File: config.mk
export PLATFORM = sky130hd
export DESIGN_NAME = fpnew_dotp_result_buffer
export DESIGN_NICKNAME = d
export VERILOG_FILES = /design/src/rtl/fpnew_dotp_result_buffer.sv
export SDC_FILE = /design/constraint.sdc
export NUM_CORES = 1
export LEC_CHECK = 0
export BUFFER_PORTS_ARGS = -buffer_cell sky130_fd_sc_hd__buf_2
export CAP_MARGIN = 20
export CORE_UTILIZATION = 30
export DETAILED_ROUTE_END_ITERATION = 6
export MAX_ROUTING_LAYER = met4
export PLACE_DENSITY = 0.49
export SYNTH_ARGS = -nofsm -noshare
export SYNTH_HDL_FRONTEND = slang
export SYNTH_SLANG_ARGS = --single-unit
File: constraint.sdc
create_clock -name clk_i -period 2.3 [get_ports clk_i]
set_clock_uncertainty 0.05 [all_clocks]
set_input_delay 0.115 -clock clk_i [delete_from_list [all_inputs] [get_ports clk_i]]
set_output_delay 0.115 -clock clk_i [all_outputs]
set_load 0.02 [all_outputs]
File: src/rtl/fpnew_dotp_result_buffer.sv
// ----------------------------------------------------------------------------
// fpnew_dotp_result_buffer
//
// Output stage behind the dot-product wrapper. Each accepted result is
// NaN-boxed to the full Width according to its destination format. It is then
// queued in a small FIFO, so the dot-product pipeline does not stall when the
// writeback port is slow. Exception flags of popped entries are accumulated
// into a sticky register.
//
// Ports:
//   clk_i, rst_ni            clock, asynchronous active-low reset
//   in_result_i..in_aux_i    upstream payload (result, status, ext bit,
//                            destination format, tag, aux)
//   in_valid_i / in_ready_o  upstream handshake (ready = not full)
//   flush_i                  synchronous flush, discards every entry
//   out_result_o..out_aux_o  head entry payload (result already NaN-boxed)
//   out_valid_o / out_ready_i downstream handshake
//   fflags_o / fflags_clr_i  sticky OR of popped status, and its clear
//   count_o, busy_o          occupancy, and occupancy != 0
// ----------------------------------------------------------------------------
module fpnew_dotp_result_buffer #(
    parameter int unsigned Width   = 64,
    parameter int unsigned Depth   = 2,
    parameter type         TagType = logic,
    parameter type         AuxType = logic
) (
    input  logic                       clk_i,
    input  logic                       rst_ni,
    input  logic [Width-1:0]           in_result_i,
    input  logic [4:0]                 in_status_i,
    input  logic                       in_ext_bit_i,
    input  logic [2:0]                 in_dst_fmt_i,
    input  TagType                     in_tag_i,
    input  AuxType                     in_aux_i,
    input  logic                       in_valid_i,
    output logic                       in_ready_o,
    input  logic                       flush_i,
    output logic [Width-1:0]           out_result_o,
    output logic [4:0]                 out_status_o,
    output logic                       out_ext_bit_o,
    output TagType                     out_tag_o,
    output AuxType                     out_aux_o,
    output logic                       out_valid_o,
    input  logic                       out_ready_i,
    output logic [4:0]                 fflags_o,
    input  logic                       fflags_clr_i,
    output logic [$clog2(Depth+1)-1:0] count_o,
    output logic                       busy_o
);

    localparam int unsigned CntW = $clog2(Depth + 1);
    // With Depth=1 a 0-bit pointer is not legal, so keep one bit that never moves.
    localparam int unsigned PtrW = (Depth > 1) ? $clog2(Depth) : 1;

    // Widths of the fp_format_e encodings: FP32, FP64, FP16, FP8, FP16ALT, FP8ALT.
    // Undefined encodings return Width, so the result passes through unboxed.
    function automatic int unsigned fp_width(input logic [2:0] fmt);
        case (fmt)
            3'd0:    return 32;
            3'd1:    return 64;
            3'd2:    return 16;
            3'd3:    return 8;
            3'd4:    return 16;
            3'd5:    return 8;
            default: return Width;
        endcase
    endfunction

    function automatic logic [Width-1:0] nan_box(input logic [Width-1:0] res,
                                                 input logic [2:0]       fmt);
        int unsigned      w;
        logic [Width-1:0] upper;
        w = fp_width(fmt);
        if (w >= Width) begin
            return res;
        end
        upper = {Width{1'b1}} << w;
        return upper | (res & ~upper);
    endfunction

    function automatic logic [PtrW-1:0] ptr_inc(input logic [PtrW-1:0] p);
        if (p == PtrW'(Depth - 1)) begin
            return '0;
        end
        return p + 1'b1;
    endfunction

    logic [Width-1:0] r_result  [Depth];
    logic [4:0]       r_status  [Depth];
    logic             r_ext_bit [Depth];
    TagType           r_tag     [Depth];
    AuxType           r_aux     [Depth];

    logic [PtrW-1:0]  r_wr_ptr;
    logic [PtrW-1:0]  r_rd_ptr;
    logic [CntW-1:0]  r_count;
    logic [4:0]       r_fflags;

    logic             w_in_ready;
    logic             w_out_valid;
    logic             w_push;
    logic             w_pop;
    logic [4:0]       w_fflags_next;

    assign w_in_ready  = (r_count != CntW'(Depth));
    assign w_out_valid = (r_count != '0);
    assign w_push      = in_valid_i && w_in_ready && !flush_i;
    assign w_pop       = w_out_valid && out_ready_i && !flush_i;

    // A clear in the same cycle as a pop keeps only the popped status.
    assign w_fflags_next = (fflags_clr_i ? 5'b0 : r_fflags)
                         | (w_pop ? r_status[r_rd_ptr] : 5'b0);

    always_ff @(posedge clk_i or negedge rst_ni) begin
        if (!rst_ni) begin
            r_wr_ptr <= '0;
            r_rd_ptr <= '0;
            r_count  <= '0;
            r_fflags <= '0;
            for (int i = 0; i < int'(Depth); i++) begin
                r_result[i]  <= '0;
                r_status[i]  <= '0;
                r_ext_bit[i] <= 1'b0;
                r_tag[i]     <= '0;
                r_aux[i]     <= '0;
            end
        end else begin
            if (flush_i) begin
                // Storage is left as is; only the bookkeeping is emptied.
                r_count  <= '0;
                r_rd_ptr <= r_wr_ptr;
            end else begin
                if (w_push) begin
                    r_result[r_wr_ptr]  <= nan_box(in_result_i, in_dst_fmt_i);
                    r_status[r_wr_ptr]  <= in_status_i;
                    r_ext_bit[r_wr_ptr] <= in_ext_bit_i;
                    r_tag[r_wr_ptr]     <= in_tag_i;
                    r_aux[r_wr_ptr]     <= in_aux_i;
                    r_wr_ptr            <= ptr_inc(r_wr_ptr);
                end
                if (w_pop) begin
                    r_rd_ptr <= ptr_inc(r_rd_ptr);
                end
                if (w_push && !w_pop) begin
                    r_count <= r_count + 1'b1;
                end else if (w_pop && !w_push) begin
                    r_count <= r_count - 1'b1;
                end
            end
            r_fflags <= w_fflags_next;
        end
    end

    assign in_ready_o    = w_in_ready;
    assign out_valid_o   = w_out_valid;
    assign out_result_o  = r_result[r_rd_ptr];
    assign out_status_o  = r_status[r_rd_ptr];
    assign out_ext_bit_o = r_ext_bit[r_rd_ptr];
    assign out_tag_o     = r_tag[r_rd_ptr];
    assign out_aux_o     = r_aux[r_rd_ptr];
    assign fflags_o      = r_fflags;
    assign count_o       = r_count;
    assign busy_o        = (r_count != '0);

endmodule

Yosys cells after proc, flatten, opt, wreduce, memory -nomap -nowiden
Index checks and enable logic that the tools add are counted.
{"block": "totals", "reg_bits": 153, "out_inout_bits": 82, "word_cells": 105}
{"block": "classes", "n_addsub": 4, "order_cmp": 4, "eq_ne": 5, "shifts": 1, "mux": 53, "bitwise_logic": 7, "n_reduce_logical": 17}
{"cell": "2-to-1 mux 64 bit", "n": 8}
{"cell": "bitwise mux 128 bit", "n": 1}
{"cell": "AND 64 bit", "n": 1}
{"cell": "demux 64 bit (select 1 bit)", "n": 1}
{"cell": "2-to-1 mux 32 bit", "n": 2}
{"cell": "inverter 64 bit", "n": 1}
{"cell": "bitwise OR 64 bit", "n": 1}
{"cell": "<< shifter 64 x 32 -> 64 bit, first input constant", "n": 1}
{"cell": ">= comparator 32 x 7 -> 1 bit, second input constant", "n": 1}
{"cell": "2-to-1 mux 5 bit", "n": 6}
{"cell": "2-to-1 mux 1 bit", "n": 25}
{"cell": "case mux 7 bit (3 select lines)", "n": 1}
{"cell": "bitwise mux 10 bit", "n": 1}
{"cell": "logical AND 1 bit", "n": 7}
{"cell": "bitwise mux 2 bit", "n": 3}
{"cell": "equality test 3 x 2 -> 1 bit, second input constant", "n": 2}
{"cell": "equality test 3 bit, second input constant", "n": 2}
{"cell": "2-to-1 mux 2 bit", "n": 3}
{"cell": "demux 5 bit (select 1 bit)", "n": 1}
{"cell": "bitwise OR 5 bit", "n": 1}
{"cell": ">= comparator 2 bit, second input constant", "n": 2}
{"cell": "inverter 1 -> 2 bit", "n": 2}
{"cell": "nonzero test 2 bit", "n": 2}
{"cell": "OR reduction 2 bit", "n": 2}
{"cell": "11 further kinds", "n": 14}

Longest topological paths before layout
Gate-level depths: netlist (run 1).
{"block": "depth", "word_depth": 13, "ltp_mapped": 6, "ltp_nobuf": 4}

Worst setup path before layout (run 1)
Ideal clock, no wire load.
{"block": "synth_path", "path_type": "flip-flop to flip-flop", "from": "register r_count[1] (netlist: count_o[1])", "to": "register r_result[84] (netlist name)", "arrival_ns": 1.586, "slack_ns": 0.539, "stages_incl_launch_ff": 5, "path_buffers": 1, "period_less_slack_ns": 1.761, "cell_sequence": "dfrtp_1 nor2b_2 nor3_4 buf_2 mux2_2"}
{"block": "synth_between", "elab_chain_len": 4}
{"item": "from (decl)", "line_no": "96", "source": "logic [CntW-1:0] r_count;"}
{"item": "from (signal assigned)", "line_no": "145", "source": "r_count <= r_count + 1'b1;"}
{"item": "from (signal assigned)", "line_no": "147", "source": "r_count <= r_count - 1'b1;"}
{"item": "!= test 2 bit", "line_no": "105", "source": "assign w_in_ready = (r_count != CntW'(Depth));"}
{"item": "logical AND 1 bit (2 in a row)", "line_no": "107", "source": "assign w_push = in_valid_i && w_in_ready && !flush_i;"}
{"item": "AND reduction 2 bit (no line)"}
{"item": "to (signal, indexed assignment)", "line_no": "134", "source": "r_result[r_wr_ptr] <= nan_box(in_result_i, in_dst_fmt_i);"}
{"item": "to (decl)", "line_no": "88", "source": "logic [Width-1:0] r_result [Depth];"}
No other way between the ends.
A chain may end at the register's enable or synchronous reset.

Worst setup path after layout (run 1)
{"block": "layout_path", "from": "register r_rd_ptr", "to": "output port out_result_o[18]"}
{"block": "layout_between", "elab_chain_len": 4}
{"item": "from (decl)", "line_no": "95", "source": "logic [PtrW-1:0] r_rd_ptr;"}
{"item": "from (signal assigned)", "line_no": "131", "source": "r_rd_ptr <= r_wr_ptr;"}
{"item": "from (signal assigned)", "line_no": "142", "source": "r_rd_ptr <= ptr_inc(r_rd_ptr);"}
{"item": "inverter 1 -> 2 bit (not written as such)", "line_no": "156", "source": "assign out_result_o = r_result[r_rd_ptr];"}
{"item": "2-to-1 mux 64 bit (not written as such) (3 in a row)", "line_no": "156"}
{"item": "to (decl)", "line_no": "38", "source": "output logic [Width-1:0] out_result_o,"}
No other way between the ends. The select of a mux whose other input is x is not followed.

==> results of run 1 <==
## power breakdown
group | switching [W] | internal [W] | total (W) | leakage (nW)
sequential | 0.000656 | 0.00387 | 0.00453 | 1.63
clock | 0.00116 | 0.00219 | 0.00335 | 0.342
combinational | 0.00278 | 0.00245 | 0.00523 | 1.97
## stage by stage
stage / utilization, % / total power, W / worst slack (ns) / cell area [µm²]
6_report: 42.0 / 0.0131 / 0.121 / 9870
2_1_floorplan: - / 0.00803 / 0.539 / 7190
3_3_place_gp: 35.8 / 0.00955 / 0.477 / 8410
4_1_cts: 42.0 / 0.0133 / 0.0820 / 9860
3_5_place_dp: 35.8 / 0.00977 / 0.446 / 8410
5_1_grt: 42.0 / 0.0139 / 0.0318 / 9870
## flip-flops by register name, indices dropped and copies added, names as in the netlist
signal / cells
r_result: 128
r_status: 10
fflags_o: 5
count_o: 2
r_aux: 2
r_ext_bit: 2
r_tag: 2
r_rd_ptr: 1
r_wr_ptr: 1
## critical path, stage by stage, from the launching register on
cell and delay (ns):
dfrtp_4 0.68, buf_4 0.36, mux2_2 0.38, buf_2 0.16
## timing repair
| item | in CTS | in global routing |
|---|---|---|
| endpoints found under the hold margin | 198 | 0 |
| buffers inserted | 0 | 0 |
| endpoints found under the setup margin | 0 | 0 |
| hold buffers | 75 | 0 |
## final cells by class
class / instances / area share, %
clock buffer: 18 / 4.45
multi-input combinational: 341 / 31.3
timing repair buffer: 251 / 17.8
sequential: 153 / 38.9
inverter: 19 / 0.723
clock inverter: 14 / 2.70
tap: 319 / 4.05
antenna: 2 / 0.0507
## synth_stat cells (2+ instances only)
cell type,number,area (µm²)
clkbuf_1,19,71.3
nor3b_1,3,22.5
buf_1,4,15.0
o21ai_0,10,50.1
a21oi_1,11,55.1
xor2_1,2,17.5
mux2i_1,17,170
mux2_2,108,1220
dfrtp_1,153,3830
nand2b_1,34,213
o32a_1,64,641
a22o_1,5,43.8
nand2_1,9,33.8
buf_4,4,30.0
inv_1,18,67.6
mux2_1,20,225
buf_2,21,105
or2_2,50,313
## worst min-delay path by stage
stage	slack (ns)	end	start	cells after the start
CTS	0.01	count_o[0]$_DFFE_PN0P_	in_valid_i	3
floorplan	-0.23	count_o[0]$_DFFE_PN0P_	rst_ni	0
detailed placement	0.07	r_result[76]$_DFFE_PN0P_	rst_ni	1
global placement	0.06	r_result[12]$_DFFE_PN0P_	rst_ni	1
finish	0.04	count_o[0]$_DFFE_PN0P_	in_valid_i	3
global route	0.04	fflags_o[4]$_DFF_PN0_	fflags_clr_i	3
## cells by family after synthesis
group | Yosys count | synth area share [%]
muxes | 145 | 22.4
DFF | 153 | 53.2
AOI/OAI and AO/OA | 93 | 11.3
and+or+nand+nor | 100 | 8.60
xor gates and xnor gates | 3 | 0.365
buffers and inverters | 67 | 4.07
## per-layer routing
metal / GRT usage [%] / part of all wire [%]
met2: 27.2 / 48
met4: 4.67 / 0.85
met3: 4.18 / 4.7
met1: 19.2 / 46
met5: - / 0
==> results_dict.tcl, run 1 <==
set metrics [dict create \
    wl_per_cell_um 16.6 \
    cts-buffers-inserted 17 \
    yosysSeqAreaShare_pct 53.2 \
    seqCellArea_mm2 0.00383 \
    r2r-start "count_o[1]$_DFFE_PN0P_" \
    crit_arrival_ns 2.01 \
    power.density_mw_per_mm2 1330 \
    slew_headroom_pct 50.6 \
    grt_overflow 0 \
    vias 5321 \
    rows 56 \
    final_cell_mix "buf_2, dfrtp_1, mux2_2" \
    hold-worst-slack_ns 0.0427 \
    path_class "flip-flop to output pin" \
    via_per_inst 4.76 \
    cts_sinks 153 \
    start_util_pct 30.6 \
    finalSetupViolCount 0 \
    final_common_cell "buf_2" \
    die_h_um 157 \
    io_buffers 162 \
    critPathLaunchType "flip-flop" \
    synth_seq_cells 153 \
    p_leak_nw 3.94 \
    hold_violations 0 \
    avgSynthCellArea_um2 12.8 \
    end_kind "output pin" \
    fp.coreArea_mm2 0.0235 \
    first_pass_iters 4 \
    rrSetupSlack_ns 0.44 \
    clockBufferDepth 2 \
    grt_usage_pct 16.3 \
    place_hpwl_um 11600 \
    postCtsResizedCells 0 \
    final_max_slew_viol_count 0 \
    period_share_pct 94.7 \
    routed_wl_um 18500 \
    path_clk_slew_ns 0.06 \
    drt_iter0_drc 213 \
    status "completed" \
    worstMarginPinSlew_ns 0.740 \
    multiInputGateArea_mm2 0.00309 \
    drive_gt1_share_pct 47.1 \
    cp.required_ns 2.13 \
    io_pins 163 \
    syn_nets 642 \
    cts_tree "done" \
    crit_start "r_rd_ptr$_DFFE_PN0P_" \
    die_w_um 157 \
    grt_pass1_wl_um 29800 \
    yosys.cell_types.count 27 \
    placedCellCount 1008 \
    finalCriticalPeriod_ns 2.18 \
    final_cell_count_no_fill 1117 \
    timing.fmax_ghz 0.459 \
    hold_path.class "input port to flip-flop" \
    drv_cap 0 \
    timing.setup.tns_ns 0 \
    nets 864 \
    insertion_delay_ns 0.41 \
    synthFlopType "dfrtp_1" \
    async_flop_share_pct 100 \
    rsz0062_at_grt "no" \
    drcViolationCount 0 \
    yosysWarnings 0 \
    synth-edff-count 0 \
    crit_fanout 24 \
    area_growth_syn_to_layout_pct 37.2 \
    netlist_area_mm2 0.00719 \
    timing.rr.end "r_result[22]$_DFFE_PN0P_" \
    gp_congestion 0.753 \
    critPathCapture "out_result_o[18]" \
    ir_worst_vdd_v 0.000490 \
    h-tree-depth 4 \
    grt_pass1_vias 5819 \
    r2r_cells 4 \
    drtAntennaViolNets 0 \
    syn_inst 561 \
    cts-root-buf "clkbuf_16" \
    dieArea_mm2 0.0246 \
    grt_max_degree 66 \
    antenna_found_initial 2 \
    final.fill_count 2229 \
]
(Power assumes the default switching activity.)
==> run 2: changes to the inputs <==
--- a/config.mk
+++ b/config.mk
@@ -11,6 +11,7 @@
 export DETAILED_ROUTE_END_ITERATION = 6
 export MAX_ROUTING_LAYER = met4
 export PLACE_DENSITY = 0.49
+export SETUP_SLACK_MARGIN = 0.5
 export SYNTH_ARGS = -nofsm -noshare
 export SYNTH_HDL_FRONTEND = slang
 export SYNTH_SLANG_ARGS = --single-unit
==> run 2 against run 1 <==
Compared with the run above:
- design area rose by 7.4%
- critical endpoint is now out_result_o[35]
- via count is 2.9% higher
- sequential share of layout area fell by 2.7 points
- sequential power decreased by 1%
- highest routed layer unchanged
==> results_dict.tcl, run 2 (synthesis results as in run 1) <==
set metrics [dict create \
    hold_path.class "input port to flip-flop" \
    hold_violations 0 \
    use_met3_pct 4.13 \
    cts-buffers-inserted 17 \
    critPathSlowestCell "dfrtp_4" \
    insertion_delay_ns 0.41 \
    rsz0062_at_grt "yes" \
    final_common_cell "dfrtp_1" \
    antenna_found_initial 2 \
    final_max_slew_viol_count 0 \
    regMostFlops "r_result" \
    place_hpwl_um 11600 \
    status "completed" \
    crit_family "flip-flops" \
    largest_reg_flops 128 \
    wl_per_cell_um 17.9 \
    io_buffers 162 \
    timing.setup.tns_ns 0 \
    die_w_um 157 \
    area_growth_syn_to_layout_pct 47.4 \
    nets 887 \
    finalSetupViolCount 0 \
    path_clk_slew_ns 0.06 \
    setup_slack_ns 0.426 \
    drive_gt1_share_pct 49.0 \
    drtAntennaViolNets 0 \
    final_area_mm2 0.0106 \
    rows 56 \
    final.fill_count 2158 \
    grt_max_degree 66 \
    critPathLaunchType "flip-flop" \
    pre_cts_ws_ns 0.446 \
    drv_cap 0 \
    routed_wl_um 20400 \
    cts_tree "done" \
    cp.required_ns 2.13 \
    crit_buf_inv 3 \
    fin_util_pct 45.1 \
    gp_congestion 0.753 \
    power.density_mw_per_mm2 1370 \
    path_class "flip-flop to output pin" \
    crit_fanout 10 \
    die_h_um 157 \
    grt_pass1_wl_um 30000 \
    timing.fmax_ghz 0.534 \
    via_per_inst 4.80 \
    total_power_w 0.0145 \
    busiest_layer "met2" \
    grt_pass1_vias 5855 \
    critical-path-max-stage-delay_ns 0.51 \
    h-tree-depth 4 \
    dieArea_mm2 0.0246 \
    drcViolationCount 0 \
    period_share_pct 81.5 \
    p_leak_nw 4.30 \
    clockBufferDepth 2 \
    grt_overflow 0 \
    slew_headroom_pct 50.0 \
    grtUsageMet1_pct 19.7 \
    drt_iter0_drc 230 \
    finalCriticalPeriod_ns 1.87 \
    io_pins 163 \
    placed_area_mm2 0.00841 \
    vias 5476 \
    grt_use_met2_pct 27.2 \
    crit_chain "buf_12 > clkbuf_16 > mux2_2 > buf_2" \
    worstMarginPinSlew_ns 0.749 \
    fp.coreArea_mm2 0.0235 \
    ir_worst_vdd_v 0.000688 \
    start_util_pct 30.6 \
    final_cell_mix "dfrtp_1, buf_2, mux2_2" \
    cts_sinks 153 \
    first_pass_iters 4 \
    grt_usage_pct 16.5 \
    end_kind "output pin" \
    crit_arrival_ns 1.71 \
    cts-root-buf "clkbuf_16" \
]
run 2: repair_timing:
item                                    4_1_cts  5_1_grt
hold endpoints to repair                    198        0
gates cloned                                  1        9
gates resized for setup                      33       89
setup buffers                                 4        9
pin swaps                                     0        2
hold buffers                                 75        0
endpoints found under the setup margin      135      137
run 2: report_power, final:
part / switching [W] / internal [W]
combinational: 0.00316 / 0.00349
clock: 0.00116 / 0.00219
sequential: 0.000611 / 0.00387
total: 0.00493 / 0.00956
run 2: layout make-up:
| class | instances | area (µm²) | share of cell area, % |
|---|---|---|---|
| diodes | 2 | 5.00 | 0.0472 |
| clock buffers | 18 | 439 | 4.14 |
| clock inverters | 14 | 267 | 2.52 |
| inverters | 19 | 71.3 | 0.673 |
| multi-input cells | 341 | 3150 | 29.7 |
| flip-flops and latches | 153 | 3830 | 36.2 |
| well taps | 319 | 399 | 3.77 |
| repair buffers | 274 | 2430 | 23.0 |
run 2: worst paths after layout:
| check | endpoint | depth (start not counted) | start | slack, ns |
|---|---|---|---|---|
| max | out_result_o[35] | 4 | r_rd_ptr$_DFFE_PN0P_ | 0.43 |
| min | count_o[0]$_DFFE_PN0P_ | 3 | in_valid_i | 0.04 |
| max reg2reg | r_result[53]$_DFFE_PN0P_ | 7 | count_o[1]$_DFFE_PN0P_ | 0.49 |
| min reg2reg | r_result[65]$_DFFE_PN0P_ | 1 | r_result[65]$_DFFE_PN0P_ | 0.43 |
| max in group asynchronous | r_result[54]$_DFFE_PN0P_ | 3 | rst_ni | 1.32 |
| min in group asynchronous | r_result[76]$_DFFE_PN0P_ | 2 | rst_ni | 0.19 |
run 2: tightest hold or removal path, cell delays in order:
cell	delay [ns]
buf_2	0.14
a21oi_1	0.13
a21oi_1	0.08
run 2: stage by stage:
step / hold WS [ns] / instances
after floorplan: -0.231 / 561
after global placement: 0.0562 / 1008
after detailed placement: 0.0669 / 1008
after CTS: 0.00981 / 1120
after global routing: 0.0362 / 1140
final: 0.0387 / 1140
run 2: per-layer routing:
metal,up-vias,part of all wire [%]
li1,2526,-
met1,2797,47
met2,140,49
met3,13,3.8
met4,0,0.71
met5,-,0
==> run 3: changes to the inputs <==
--- a/config.mk
+++ b/config.mk
@@ -10,7 +10,7 @@
 export CORE_UTILIZATION = 30
 export DETAILED_ROUTE_END_ITERATION = 6
 export MAX_ROUTING_LAYER = met4
-export PLACE_DENSITY = 0.49
+export PLACE_DENSITY = 0.51
 export SETUP_SLACK_MARGIN = 0.5
 export SYNTH_ARGS = -nofsm -noshare
 export SYNTH_HDL_FRONTEND = slang
==> constraint.sdc (replaced) <==
create_clock -name clk_i -period 1.7 [get_ports clk_i]
set_clock_uncertainty 0.05 [all_clocks]
set_input_delay 0.085 -clock clk_i [delete_from_list [all_inputs] [get_ports clk_i]]
set_output_delay 0.085 -clock clk_i [all_outputs]
set_load 0.02 [all_outputs]
==> run 3 against run 2 <==
Compared with the run above:
- the run now ends with negative setup slack left
- sequential cell count did not move
- total power rose by 42%
- core utilization rose by 6.4 points
- critical endpoint is now r_status[6]$_DFFE_PN0P_
- via count grew 7.4%
- sequential power grew 38%
- combinational power grew 61%
- design area rose by 14%
- non-clock buffer count increased by 70
- routed wire length grew 18%
==> results_dict.tcl, run 3 (synthesis results as in run 1) <==
set metrics [dict create \
    status "finished, violations left" \
    failed_checks "negative setup slack" \
    wl_per_cell_um 19.8 \
    ir_worst_vdd_v 0.000697 \
    final_common_cell "dfrtp_1" \
    grt_pass1_wl_um 36200 \
    drcViolationCount 0 \
    cts_tree "done" \
    via_per_inst 4.86 \
    rsz0062_at_grt "yes" \
    die_h_um 157 \
    final_cell_mix "dfrtp_1, buf_2, mux2_4" \
    combinationalPowerShare_pct 52.0 \
    final_cell_count_no_fill 1209 \
    finalCriticalPeriod_ns 1.81 \
    hold_path.class "input port to asynchronous set/reset pin" \
    timing.setup.tns_ns -8.29 \
    grt_max_degree 52 \
    slew_headroom_pct 66.3 \
    setup_slack_ns -0.106 \
    hold_violations 0 \
    drv_cap 0 \
    pwr-share-clk_pct 18.1 \
    finalSetupViolCount 185 \
    drtAntennaViolNets 0 \
    period_share_pct 106 \
    crit_fanout 6 \
    routed_wl_um 24000 \
    critPathLaunchType "flip-flop" \
    drt_iter0_drc 263 \
    largest_reg_flops 128 \
    fp.coreArea_mm2 0.0235 \
    insertion_delay_ns 0.42 \
    die_w_um 157 \
    rows 56 \
    netSwitchingFraction_pct 36.4 \
    power_frac_seq_pct 29.9 \
    cp.required_ns 1.96 \
    cts-buffers-inserted 17 \
    io_buffers 162 \
    worstMarginPinSlew_ns 0.504 \
    path_clk_slew_ns 0.07 \
    p_int_w 0.0131 \
    placed_area_mm2 0.00880 \
    clockBufferDepth 2 \
    grt_usage_pct 20.2 \
    antenna_found_initial 1 \
    gp_congestion 0.785 \
    area_growth_syn_to_layout_pct 68.3 \
    grt_pass1_vias 6267 \
    p_leak_nw 5.17 \
    power.switching_w 0.00752 \
    start_util_pct 30.6 \
    first_pass_iters 4 \
    h-tree-depth 4 \
    hold-worst-slack_ns 0.0566 \
    power.density_mw_per_mm2 1710 \
    cts-root-buf "clkbuf_16" \
    dieArea_mm2 0.0246 \
    final_area_mm2 0.0121 \
    fin_util_pct 51.6 \
    io_pins 163 \
    grt_overflow 0 \
    drive_gt1_share_pct 56.9 \
    regMostFlops "r_result" \
    final_max_slew_viol_count 0 \
    placedCellCount 1022 \
    nets 957 \
    vias 5879 \
    end_kind "flip-flop" \
    crit_arrival_ns 2.07 \
    timing.fmax_ghz 0.554 \
    place_hpwl_um 12500 \
    path_class "flip-flop to flip-flop" \
    cts_sinks 153 \
]
[run 3: changes by cell type in the layout (fill, tap and decap cells not counted), moves of 5 or more]
cell / delta
mux2_2: -62
buf_6: +10
o21ai_0: -5
buf_12: +17
buf_2: +20
mux2_1: -20
o21ai_4: +8
bufinv_16: -7
mux2_4: +82
nand2_1: -5
buf_16: +23
[run 3: repair_timing]
| item | CTS | global route |
|---|---|---|
| resized for setup | 155 | 59 |
| endpoints found under the hold margin | 300 | 0 |
| hold buffers | 77 | 0 |
| cloned | 24 | 3 |
| setup endpoints to repair | 228 | 230 |
| setup buffers | 42 | 7 |
| pin swaps | 48 | 24 |
[run 3: final timing paths]
| kind | startpoint | end | slack, ns | cells past startpoint |
|---|---|---|---|---|
| min reg2reg | r_result[125]$_DFFE_PN0P_ | r_result[125]$_DFFE_PN0P_ | 0.45 | 1 |
| min in group clk_i | fflags_clr_i | fflags_o[4]$_DFF_PN0_ | 0.06 | 3 |
| max in group asynchronous | rst_ni | r_result[14]$_DFFE_PN0P_ | 0.93 | 3 |
| min | rst_ni | r_result[87]$_DFFE_PN0P_ | 0.06 | 2 |
| max | count_o[1]$_DFFE_PN0P_ | r_status[6]$_DFFE_PN0P_ | -0.11 | 7 |
| max reg2reg | count_o[1]$_DFFE_PN0P_ | r_status[6]$_DFFE_PN0P_ | -0.11 | 7 |
[run 3: per-stage QoR]
step | worst slack [ns] | total power [W]
3_3_place_gp | -0.0564 | 0.0137
5_1_grt | -0.164 | 0.0217
6_report | -0.106 | 0.0206
4_1_cts | -0.137 | 0.0203
2_1_floorplan | 0.103 | 0.0117
3_5_place_dp | -0.133 | 0.0140
[run 3: power groups by stage]
stage / Clock, W / Combinational [W] / Sequential, W
final: 0.00373 / 0.0107 / 0.00618
after global routing: 0.00398 / 0.0113 / 0.00635
after CTS: 0.00381 / 0.0104 / 0.00611
after detailed placement: 0 / 0.00789 / 0.00614
after global placement: 0 / 0.00770 / 0.00601
after floorplan: 0 / 0.00582 / 0.00586
[run 3: per-layer routing]
layer	routed length (µm)	share of wire, %	up-vias	track usage, %
met1	10300	43	3039	24.1
met2	12600	52	137	34.9
met5	0	0	-	-
li1	-	-	2686	-
met4	338	1.4	0	6.12
met3	738	3.1	17	3.21
[run 3: cell type report]
| cell class | instances | area [µm²] |
|---|---|---|
| Inverter | 19 | 78.8 |
| Antenna cell | 1 | 2.50 |
| Timing Repair Buffer | 344 | 3610 |
| Clock inverter | 15 | 151 |
| Clock buffer | 17 | 425 |
| Sequential cell | 153 | 3840 |
| Tap cell | 319 | 399 |
| Multi-Input combinational cell | 341 | 3600 |
| Fill cell | 1993 | 11400 |
[run 3: worst max-delay path, cell delays in order, from the launching register on]
cell     delay (ns)
dfrtp_2        0.42
nor2b_4        0.15
buf_12         0.12
nor3_4         0.20
buf_6          0.21
buf_12         0.12
buf_16         0.12
mux2_4         0.30
